File: config.mk
export PLATFORM = sky130hd
export DESIGN_NAME = mac_seq
export DESIGN_NICKNAME = d
export VERILOG_FILES = /design/src/rtl/vec_pkg.sv /design/src/rtl/mac_seq_el_ctr.sv /design/src/rtl/mac_seq.sv
export SDC_FILE = /design/constraint.sdc
export NUM_CORES = 1
export LEC_CHECK = 0
export ABC_CLOCK_PERIOD_IN_PS = 7600
export CAP_MARGIN = 20
export CORE_AREA = 2 2 124 126
export CTS_BUF_LIST = sky130_fd_sc_hd__clkbuf_4
export DETAILED_ROUTE_END_ITERATION = 6
export DIE_AREA = 0 0 126 128
export GPL_TIMING_DRIVEN = 0
export PLACE_DENSITY_LB_ADDON = 0.08
export REMOVE_ABC_BUFFERS = 1
export SLEW_MARGIN = 25
export SYNTH_ARGS = -nofsm -noshare
export SYNTH_HDL_FRONTEND = slang
export SYNTH_SLANG_ARGS = --single-unit
File: constraint.sdc
create_clock -name clk_i -period 7.6 [get_ports clk_i]
set_clock_uncertainty 0.15 [all_clocks]
set_input_delay 1.52 -clock clk_i [delete_from_list [all_inputs] [get_ports clk_i]]
set_output_delay 1.52 -clock clk_i [all_outputs]
set_load 0.01 [all_outputs]
File: src/rtl/vec_pkg.sv
// Shared types and width helpers for the vector MAC sequencer.
package vec_pkg;

  typedef enum logic [1:0] {
    ST_IDLE  = 2'd0,
    ST_RUN   = 2'd1,
    ST_DRAIN = 2'd2
  } mac_state_e;

  localparam int unsigned els_def    = 16;
  localparam int unsigned el_w_def   = $clog2(els_def);
  localparam int unsigned vlen_w_def = $clog2(els_def + 1);

  // Element index width; at least one bit so single-element builds still have a port.
  function automatic int unsigned el_w_f(input int unsigned els);
    return (els > 1) ? $clog2(els) : 1;
  endfunction

  // Vector length width; must hold the value els itself.
  function automatic int unsigned vlen_w_f(input int unsigned els);
    return $clog2(els + 1);
  endfunction

endpackage

File: src/rtl/mac_seq_el_ctr.sv
// Element issue counter: load resets to 0 and captures the last index, inc steps by one.
module mac_seq_el_ctr #(
  parameter int unsigned el_w = 4
) (
  input  logic            clk_i,
  input  logic            reset_i,
  input  logic            load_i,
  input  logic            inc_i,
  input  logic [el_w-1:0] last_el_i,
  output logic [el_w-1:0] el_o,
  output logic            last_c
);

  logic [el_w-1:0] el_q;
  logic [el_w-1:0] last_q;

  // Current element and captured final index.
  always_ff @(posedge clk_i or posedge reset_i) begin
    if (reset_i) begin
      el_q   <= '0;
      last_q <= '0;
    end else if (load_i) begin
      el_q   <= '0;
      last_q <= last_el_i;
    end else if (inc_i) begin
      el_q   <= el_q + el_w'(1);
    end
  end

  assign el_o   = el_q;
  assign last_c = (el_q == last_q);

endmodule

File: src/rtl/mac_seq.sv
// Vector multiply-accumulate sequencer: reads R0/R1/R2 element k, feeds an external
// combinational MAC, writes R3[k] three cycles after acceptance, one element per cycle.
// Optional build macro MAC_SEQ_PERF_EN adds a 32-bit written-element counter perf_els_o.
module mac_seq
  import vec_pkg::*;
#(
  parameter int unsigned vdw_p     = 32,
  parameter int unsigned els_p     = els_def,
  parameter int unsigned raddr_w_p = 5
) (
  input  logic                        clk_i,
  input  logic                        reset_i,
  input  logic                        cmd_v_i,
  output logic                        cmd_ready_o,
  input  logic [vlen_w_f(els_p)-1:0]  cmd_vlen_i,
  input  logic [raddr_w_p-1:0]        cmd_src0_i,
  input  logic [raddr_w_p-1:0]        cmd_src1_i,
  input  logic [raddr_w_p-1:0]        cmd_src2_i,
  input  logic [raddr_w_p-1:0]        cmd_dst_i,
  output logic                        rd_v_o,
  output logic [el_w_f(els_p)-1:0]    rd_el_o,
  output logic [raddr_w_p-1:0]        rd_addr0_o,
  output logic [raddr_w_p-1:0]        rd_addr1_o,
  output logic [raddr_w_p-1:0]        rd_addr2_o,
  input  logic [vdw_p-1:0]            rd_data0_i,
  input  logic [vdw_p-1:0]            rd_data1_i,
  input  logic [vdw_p-1:0]            rd_data2_i,
  output logic [vdw_p-1:0]            mac_r0_o,
  output logic [vdw_p-1:0]            mac_r1_o,
  output logic [vdw_p-1:0]            mac_r2_o,
  input  logic [vdw_p-1:0]            mac_result_i,
  output logic                        wr_v_o,
  output logic [raddr_w_p-1:0]        wr_addr_o,
  output logic [el_w_f(els_p)-1:0]    wr_el_o,
  output logic [vdw_p-1:0]            wr_data_o,
  output logic                        busy_o,
  output logic                        done_o
`ifdef MAC_SEQ_PERF_EN
  ,
  output logic [31:0]                 perf_els_o
`endif
);

  localparam int unsigned el_w   = el_w_f(els_p);
  localparam int unsigned vlen_w = vlen_w_f(els_p);
  localparam logic [vlen_w-1:0] els_max = vlen_w'(els_p);

  mac_state_e state_q, state_n;

  logic              accept_c;
  logic              ctr_load_c;
  logic              ctr_inc_c;
  logic              ctr_last_c;
  logic [el_w-1:0]   ctr_el;
  logic [vlen_w-1:0] vlen_clamp_c;
  logic [el_w-1:0]   last_el_c;
  logic              vlen_zero_c;

  logic                 ready_q, busy_q, rd_v_q, done_q;
  logic [raddr_w_p-1:0] src0_q, src1_q, src2_q, dst_q;
  logic                 op_v_q, op_last_q;
  logic [el_w-1:0]      op_el_q;
  logic                 wr_v_q;
  logic [el_w-1:0]      wr_el_q;
  logic [vdw_p-1:0]     wr_data_q;

  assign vlen_clamp_c = (cmd_vlen_i > els_max) ? els_max : cmd_vlen_i;
  assign vlen_zero_c  = (vlen_clamp_c == '0);
  assign last_el_c    = el_w'(vlen_clamp_c - vlen_w'(1));

  mac_seq_el_ctr #(
    .el_w(el_w)
  ) u_el_ctr (
    .clk_i     (clk_i),
    .reset_i   (reset_i),
    .load_i    (ctr_load_c),
    .inc_i     (ctr_inc_c),
    .last_el_i (last_el_c),
    .el_o      (ctr_el),
    .last_c    (ctr_last_c)
  );

  // State register.
  always_ff @(posedge clk_i or posedge reset_i) begin
    if (reset_i) state_q <= ST_IDLE;
    else         state_q <= state_n;
  end

  // Next state, acceptance and counter control.
  always_comb begin
    state_n    = state_q;
    accept_c   = 1'b0;
    ctr_load_c = 1'b0;
    ctr_inc_c  = 1'b0;
    unique case (state_q)
      ST_IDLE: begin
        if (cmd_v_i) begin
          accept_c   = 1'b1;
          ctr_load_c = 1'b1;
          state_n    = vlen_zero_c ? ST_DRAIN : ST_RUN;
        end
      end
      ST_RUN: begin
        if (ctr_last_c) state_n   = ST_DRAIN;
        else            ctr_inc_c = 1'b1;
      end
      ST_DRAIN: begin
        if (done_q) state_n = ST_IDLE;
      end
      default: state_n = ST_IDLE;
    endcase
  end

  // Command latch, status flags and the operand/write pipeline.
  always_ff @(posedge clk_i or posedge reset_i) begin
    if (reset_i) begin
      ready_q   <= 1'b1;
      busy_q    <= 1'b0;
      rd_v_q    <= 1'b0;
      done_q    <= 1'b0;
      src0_q    <= '0;
      src1_q    <= '0;
      src2_q    <= '0;
      dst_q     <= '0;
      op_v_q    <= 1'b0;
      op_last_q <= 1'b0;
      op_el_q   <= '0;
      wr_v_q    <= 1'b0;
      wr_el_q   <= '0;
      wr_data_q <= '0;
    end else begin
      ready_q   <= (state_n == ST_IDLE);
      busy_q    <= (state_n != ST_IDLE);
      rd_v_q    <= (state_n == ST_RUN);
      if (accept_c) begin
        src0_q <= cmd_src0_i;
        src1_q <= cmd_src1_i;
        src2_q <= cmd_src2_i;
        dst_q  <= cmd_dst_i;
      end
      op_v_q    <= rd_v_q;
      op_el_q   <= ctr_el;
      op_last_q <= rd_v_q & ctr_last_c;
      wr_v_q    <= op_v_q;
      if (op_v_q) begin
        wr_el_q   <= op_el_q;
        wr_data_q <= mac_result_i;
      end
      // Zero-length commands complete straight away; otherwise with the last write.
      done_q    <= (accept_c & vlen_zero_c) | (op_v_q & op_last_q);
    end
  end

  assign cmd_ready_o = ready_q;
  assign busy_o      = busy_q;
  assign done_o      = done_q;
  assign rd_v_o      = rd_v_q;
  assign rd_el_o     = ctr_el;
  assign rd_addr0_o  = src0_q;
  assign rd_addr1_o  = src1_q;
  assign rd_addr2_o  = src2_q;
  assign mac_r0_o    = op_v_q ? rd_data0_i : '0;
  assign mac_r1_o    = op_v_q ? rd_data1_i : '0;
  assign mac_r2_o    = op_v_q ? rd_data2_i : '0;
  assign wr_v_o      = wr_v_q;
  assign wr_addr_o   = dst_q;
  assign wr_el_o     = wr_el_q;
  assign wr_data_o   = wr_data_q;

`ifdef MAC_SEQ_PERF_EN
  logic [31:0] perf_q;

  // Count written elements, wrapping naturally.
  always_ff @(posedge clk_i or posedge reset_i) begin
    if (reset_i)     perf_q <= '0;
    else if (wr_v_q) perf_q <= perf_q + 32'd1;
  end

  assign perf_els_o = perf_q;
`endif

endmodule

# Word level (Yosys, flattened, before mapping)
# Cells that the tools add are included.
# totals
register_bits	77
in_bits	156
output_inout_bits	161
elab_cells	48
# op_classes
n_addsub	2
order_cmp	1
n_eq_ne	4
mux	15
n_bitwise	4
reduce_logical	5
# ops
op	n
$mux 32	3
$mux 2	4
$mux 4	2
$pmux 2 s3	1
$gt 5x5->1 const B	1
$logic_not 5->1	1
$mux 5	1
$add 4x1->4 const B	1
$eq 2x1->1 const B	2
$eq 4x4->1	1
$logic_not 2->1	2
$mux 1	4
$reduce_bool 2->1	2
$sub 4x1->4 const B	1
$and 1x1->1	3
$eq 2x2->1 const B	1
$or 1x1->1	1

# Logic depth before layout (Yosys ltp)
# Gate-level depths: netlist of the first run.
# logic_depth
word_depth	7
mapped_depth	6
ltp_nobuf	6

# By module
# From an unflattened synthesis of the first run, not the netlist that was laid out.
# unflattened
hier_cells	294
area_unflattened_um2	3682.3
# by_module_without_submodules
mod	n_inst	cells_per_inst	area_each_um2	seq_area_each_um2
mac_seq	1	263	3298.2	1727.9
mac_seq_el_ctr	1	31	384.1	200.2

# Worst setup path after synthesis of the first run
# No wires, ideal clock.
# synth_timing
path_kind	in2out
from	input port rd_data0_i[0]
to	output port mac_r0_o[0]
arrival_time_ps	1685
setup_slack_ps	4245
stages	1
path_buffers	0
cell_sequence	and2_1
# synth_between
elab_chain_len	1
# synth_rtl
item	line_no	source
start, declared	mac_seq.sv:25	input logic [vdw_p-1:0] rd_data0_i,
$mux 32	mac_seq.sv:162	assign mac_r0_o = op_v_q ? rd_data0_i : '0;
end, declared	mac_seq.sv:28	output logic [vdw_p-1:0] mac_r0_o,
# No other way between the ends.

# Worst setup path in the final report of the first run
# layout_timing
from	input port rd_data2_i[13]
to	output port mac_r2_o[13]
# layout_between
elab_chain_len	1
# layout_rtl
item	line_no	source
start, declared	mac_seq.sv:27	input logic [vdw_p-1:0] rd_data2_i,
$mux 32	mac_seq.sv:164	assign mac_r2_o = op_v_q ? rd_data2_i : '0;
end, declared	mac_seq.sv:30	output logic [vdw_p-1:0] mac_r2_o,
# No other way between the ends.

==> flow_summary.json, run 1 <==
{
  "core_area_um2": 14900,
  "layout_worst_path_cycle_share_pct": 57.3,
  "drc": 0,
  "drtPass1Iterations": 4,
  "cts_root_buffer": "clkbuf_4",
  "hold_viol": 0,
  "synth_area_per_cell_um2": 10.4,
  "p_leak_nw": 2.97,
  "antenna_found_initial": 0,
  "yosys.area_share.adder_pct": 0.698,
  "period_minus_slack_ns": 4.36,
  "synthFlopType": "dfrtp_1",
  "dp_hpwl_um": 11700,
  "status": "finished, final reports clean",
  "cts_resized": 0,
  "cts_hold_buf": 0,
  "place_area_um2": 6950,
  "cts-htree-levels": 3,
  "grt_overflow": 0,
  "power_mw": 2.35,
  "first_global_vias": 3399,
  "worst_slew_pin_slew_ns": 0.932,
  "cp_max_fo": 1,
  "drtAntennaViolNets": 0,
  "viasPerCell": 4.10,
  "track_usage_pct": 16.8,
  "die_area_um2": 16100,
  "utilization_pct": 48.0,
  "first_iter_violations": 95,
  "cts_made_buffers": 9,
  "crit_type": "input port to output pin",
  "num-nets-final": 811,
  "grt_pass1_wl_um": 20300,
  "clock_path_buffers": 2,
  "diodes": 0,
  "gp_congestion": 0.842,
  "arrival_ns": 2.69,
  "synth_compound_area_share_pct": 2.48,
  "clk-insertion-delay-late_ns": 0.44,
  "setup-violations-final": 0,
  "synth_cells": 344,
  "cts_tree": "yes",
  "p_per_area_nw_per_um2": 330,
  "synth_xor_area_share_pct": 1.71,
  "synth_top_family_by_area": "simple AND/OR/NAND/NOR gates",
  "rows": 45,
  "via_count": 3467,
  "die_w_um": 126,
  "fillCellCount": 1356,
  "cp-start-kind": "input port",
  "wl_um": 14100,
  "relSlewSlack_pct": 37.9,
  "wl_per_cell_um": 16.7,
  "design_area_um2": 7140,
  "synth-seq-area-share_pct": 53.8,
  "critPathCaptureType": "output pin",
  "numPortBuffers": 316,
  "synth_mux_area_share_pct": 11.6,
  "yosys.area_share.simple_pct": 26.8,
  "area_delta_synth_final_pct": 99.1,
  "crit_required_ns": 5.93,
  "max_cap_viol_count": 0,
  "fin_tns_setup_ns": 0,
  "clock_sinks": 77,
  "ioPinCount": 317,
  "hold_path.class": "flop to flop",
  "peakVddDrop_mv": 0.151,
  "ys_ff_latch": 77,
  "post_cts_buffers": 0,
  "synth-async-reset-ratio_pct": 100,
  "rsz0062_at_grt": "false",
  "synth.distinct_cells": 26,
  "drive_above_1_share_pct": 8.97,
  "yosys_warnings": 0,
  "synth_edf_count": 0,
  "syn_area_um2": 3580,
  "grt_max_degree": 74,
  "rrSetupSlack_ns": 5.63,
  "initial_core_util_pct": 24.1,
  "die_h_um": 128,
  "clk_pin_slew_ns": 0.14,
  "maxSlewViolCount": 0,
  "fmax_ghz": 0.230
}
==> flip-flops by register name, indices dropped and copies added, names as in the netlist <==
register and flops:
wr_el_o 4, u_el_ctr.el_o 4, op_last_q 1, wr_v_o 1, op_el_q 4, rd_addr0_o 5
u_el_ctr.last_q 4, rd_addr2_o 5, rd_addr1_o 5, busy_o 1, op_v_q 1, done_o 1
wr_addr_o 5, state_q 2, rd_v_o 1, cmd_ready_o 1, wr_data_o 32
==> critical path, stage by stage <==
cell	delay, ns
clkdlybuf4s50_1	0.44
and2_1	0.12
clkdlybuf4s50_1	0.60
==> synthesized netlist by cell type (all sizes together) (2+ instances only) <==
cell | number | area [um2]
inv | 5 | 18.8
o21ai | 2 | 10.0
nand2 | 72 | 270
dfrtp | 76 | 1900
a31oi | 2 | 12.5
and2 | 98 | 613
o211ai | 2 | 15.0
mux2 | 36 | 405
nand4 | 2 | 12.5
o21bai | 3 | 22.5
nor2 | 6 | 22.5
ha | 2 | 25.0
buf | 9 | 45.0
xnor2 | 7 | 61.3
clkbuf | 11 | 41.3
==> cell usage in the layout (no fill, tap or decap) <==
master           netlist  final
o21bai_1               3      3
dfrtp_4                0      1
mux2_2                36     36
nand2_1               72     72
a41oi_2                1      1
nor3_1                 1      1
inv_4                  0      1
buf_12                 0      1
nor4b_1                1      1
mux2i_1                1      1
nand4_1                2      2
a21oi_1                1      1
and2_1                98     98
o211ai_1               2      2
nand4b_1               1      1
dfstp_2                1      1
o21ai_0                2      2
nor2_1                 6      6
dfrtp_1               76     75
clkbuf_4               0     10
nor2b_1                1      1
xnor2_1                7      7
clkinv_2               0      1
bufinv_16              0      3
a31oi_1                2      2
ha_1                   2      2
nand2b_1               1      1
clkinv_4               0      2
and3_2                 1      1
inv_1                  5      4
o21a_1                 1      1
clkdlybuf4s50_1        0    316
buf_16                 0      1
==> per-stage QoR <==
| stage | hold WS, ns | worst slack [ns] | instances |
|---|---|---|---|
| final | 0.294 | 3.24 | 846 |
| after global routing | 0.313 | 3.20 | 846 |
| after CTS | 0.293 | 3.23 | 846 |
| after detailed placement | 0.242 | 3.23 | 830 |
| after global placement | 0.240 | 2.08 | 828 |
| after floorplan | 0.277 | 3.69 | 324 |
==> power breakdown <==
part,switching [mW],leakage (nW),internal [mW]
Sequential,0.143,0.926,0.588
Clock,0.147,0.101,0.171
Combinational,0.518,1.94,0.785
==> cells by family after synthesis <==
kind of cell	Yosys count
multiplexers	37
AO/OA/AOI/OAI	12
AND/OR/NAND/NOR	184
adder cells (fa/ha/maj)	2
XOR/XNOR	7
flip-flops	77
buffers and inverters	25
==> metal layers <==
metal  wire length (um)  global-route usage (%)  vias to the layer above
met3                889                    4.92                       15
met4                252                    4.85                        0
met2               7440                    29.9                      146
met1               5560                    19.8                     1603
met5                  0                       0                        -
li1                   -                       -                     1703
==> worst paths after layout <==
kind	from	to	cells past startpoint
worst max register to register	state_q[0]$_DFF_PP0_	state_q[1]$_DFF_PP0_	4
worst min register to register	rd_v_o$_DFF_PP0_	op_v_q$_DFF_PP0_	0
max in group asynchronous	reset_i	cmd_ready_o$_DFF_PP1_	3
min in group asynchronous	reset_i	wr_data_o[30]$_DFFE_PP0P_	2
worst max-delay path	rd_data2_i[13]	mac_r2_o[13]	3
worst min-delay path	rd_v_o$_DFF_PP0_	op_v_q$_DFF_PP0_	0
==> final cells by class <==
class                      count  area [um2]  share of cell area, %
clock inverter                 6         113                   1.58
sequential                    77        1930                   27.1
tap                          188         235                   3.30
timing repair buffer         318        3210                   45.0
inverter                       5        21.3                  0.298
multi-input combinational    242        1550                   21.7
clock buffer                  10        75.1                   1.05
(Power assumes the default switching activity.)
==> run 2, diff against run 1 <==
--- a/config.mk
+++ b/config.mk
@@ -5,12 +5,12 @@
 export SDC_FILE = /design/constraint.sdc
 export NUM_CORES = 1
 export LEC_CHECK = 0
-export ABC_CLOCK_PERIOD_IN_PS = 7600
+export ABC_CLOCK_PERIOD_IN_PS = 4300
 export CAP_MARGIN = 20
-export CORE_AREA = 2 2 124 126
+export CORE_AREA = 2 2 123 125
 export CTS_BUF_LIST = sky130_fd_sc_hd__clkbuf_4
 export DETAILED_ROUTE_END_ITERATION = 6
-export DIE_AREA = 0 0 126 128
+export DIE_AREA = 0 0 125 127
 export GPL_TIMING_DRIVEN = 0
 export PLACE_DENSITY_LB_ADDON = 0.08
 export REMOVE_ABC_BUFFERS = 1
==> constraint.sdc (replaced) <==
create_clock -name clk_i -period 4.3 [get_ports clk_i]
set_clock_uncertainty 0.15 [all_clocks]
set_input_delay 0.86 -clock clk_i [delete_from_list [all_inputs] [get_ports clk_i]]
set_output_delay 0.86 -clock clk_i [all_outputs]
set_load 0.01 [all_outputs]
==> flow_summary.json, run 2 (synthesized netlist as in run 1, its figures left out) <==
{
  "path_depth": 3,
  "fmax_ghz": 0.300,
  "post_cts_buffers": 0,
  "setup-violations-final": 0,
  "fillCellCount": 1340,
  "seq_power_share_pct": 31.1,
  "rrSetupSlack_ns": 2.37,
  "final_cell_mix": "clkdlybuf4s50_1 (316), and2_1 (98), dfrtp_1 (75)",
  "initial_core_util_pct": 24.9,
  "worst_slew_pin_slew_ns": 0.949,
  "arrival_ns": 2.33,
  "cpPeakStageDelay_ns": 0.77,
  "utilization_pct": 49.3,
  "drtPass1Iterations": 4,
  "holdPathEnd": "op_v_q$_DFF_PP0_",
  "track_usage_pct": 18.1,
  "routed-wl-met2_um": 7620,
  "via_count": 3514,
  "crit_type": "flop to output pin",
  "num-nets-final": 811,
  "crit_buf_inv": 2,
  "hold_depth": 0,
  "multi_input_area_um2": 1550,
  "p_switching_mw": 1.45,
  "viasPerCell": 4.17,
  "numPortBuffers": 316,
  "hold_viol": 0,
  "hold_path.class": "flop to flop",
  "first_iter_violations": 109,
  "place_area_um2": 6950,
  "area_delta_synth_final_pct": 98.3,
  "cts_root_buffer": "clkbuf_4",
  "period_minus_slack_ns": 3.34,
  "m1WireLength_um": 5730,
  "layout_worst_path_cycle_share_pct": 77.6,
  "worstReg2RegStart": "state_q[0]$_DFF_PP0_",
  "cp_max_fo": 87,
  "p_leak_nw": 2.95,
  "grt_overflow": 0,
  "cts_made_buffers": 9,
  "status": "finished, final reports clean",
  "gp_congestion": 0.850,
  "clock_sinks": 77,
  "cp-start-kind": "flop",
  "clock_path_buffers": 2,
  "clk-insertion-delay-late_ns": 0.42,
  "holdWs_ns": 0.265,
  "wl_per_cell_um": 17.3,
  "peakVddDrop_mv": 0.228,
  "cts_tree": "yes",
  "drive_above_1_share_pct": 8.97,
  "pwr-share-clk_pct": 12.2,
  "wl_met3_um": 892,
  "slowest_stage": "dfrtp_4",
  "regArea_um2": 1930,
  "clk_pin_slew_ns": 0.12,
  "dp.cells": 826,
  "fin_ws_ns": 0.964,
  "cts_resized": 0,
  "rows": 44,
  "die_area_um2": 15900,
  "power_mw": 4.11,
  "rr_worst_depth": 4,
  "grt_pass1_wl_um": 21800,
  "wl_um": 14600,
  "die_h_um": 127,
  "first_global_vias": 3663,
  "design_area_um2": 7110,
  "cts_hold_buf": 0,
  "intPower_mw": 2.66,
  "drc": 0,
  "cp_top_family": "buffers and inverters",
  "swShare_pct": 35.2,
  "routed.top_layer": "met4",
  "layout_commonest_cell": "clkdlybuf4s50_1",
  "r2r-end": "state_q[1]$_DFF_PP0_",
  "crit_required_ns": 3.29,
  "dp_hpwl_um": 12000,
  "die_w_um": 125,
  "rsz0062_at_grt": "false",
  "ioPinCount": 317,
  "fin_tns_setup_ns": 0,
  "path_cells": "buf_16 > and2_1 > clkdlybuf4s50_1",
  "stdcell_count": 843,
  "maxSlewViolCount": 0,
  "cts-htree-levels": 3,
  "antenna_found_initial": 1,
  "drtAntennaViolNets": 0,
  "p_per_area_nw_per_um2": 578,
  "largest_register_ffs": 32,
  "p_comb_share_pct": 56.7,
  "max_cap_viol_count": 0,
  "relSlewSlack_pct": 36.7,
  "min_from": "rd_v_o$_DFF_PP0_",
  "pre_cts_ws_ns": 1.24,
  "grt_max_degree": 88,
  "core_area_um2": 14400,
  "critPathCaptureType": "output pin"
}
-- run 2: cell count changes in the layout (fill, tap and decap cells not counted) --
cell        delta
bufinv_16      -1
clkbuf_4       -1
clkinv_1       +1
clkinv_2       +1
clkinv_4       -1
clkinvlp_4     +1
diode_2        +1
nand2_1        -1
nand2_2        +1
-- run 2: area by class of cell --
class | count | share of cell area [%]
Antenna cell | 1 | 0.0352
Clock inverter | 7 | 1.27
Inverter | 5 | 0.299
Sequential cell | 77 | 27.2
Tap cell | 184 | 3.24
Timing Repair Buffer | 318 | 45.2
Multi-Input combinational cell | 242 | 21.9
Clock buffer | 9 | 0.951
-- run 2: worst max path at each step --
stage                startpoint            to  slack (ns)
2_1_floorplan  op_v_q$_DFF_PP0_   mac_r0_o[0]        1.05
3_3_place_gp   op_v_q$_DFF_PP0_  mac_r0_o[13]       -0.54
3_5_place_dp     rd_data0_i[13]  mac_r0_o[13]        1.24
4_1_cts        op_v_q$_DFF_PP0_   mac_r2_o[8]        0.90
5_1_grt        op_v_q$_DFF_PP0_  mac_r2_o[16]        0.81
6_report       op_v_q$_DFF_PP0_  mac_r0_o[20]        0.96
-- run 2: routing by layer --
layer	GRT usage, %	vias up
li1	-	1708
met1	20.8	1629
met2	32.4	155
met3	4.52	22
met4	6.73	0
met5	0	-
-- run 2: power groups by stage --
| stage | combinational (mW) | sequential [mW] | clock, mW |
|---|---|---|---|
| 2_1_floorplan | 0.797 | 1.43 | 0 |
| 4_1_cts | 2.37 | 1.29 | 0.519 |
| 6_report | 2.33 | 1.28 | 0.501 |
| 3_3_place_gp | 2.28 | 1.36 | 0 |
| 3_5_place_dp | 2.36 | 1.30 | 0 |
| 5_1_grt | 2.51 | 1.34 | 0.544 |
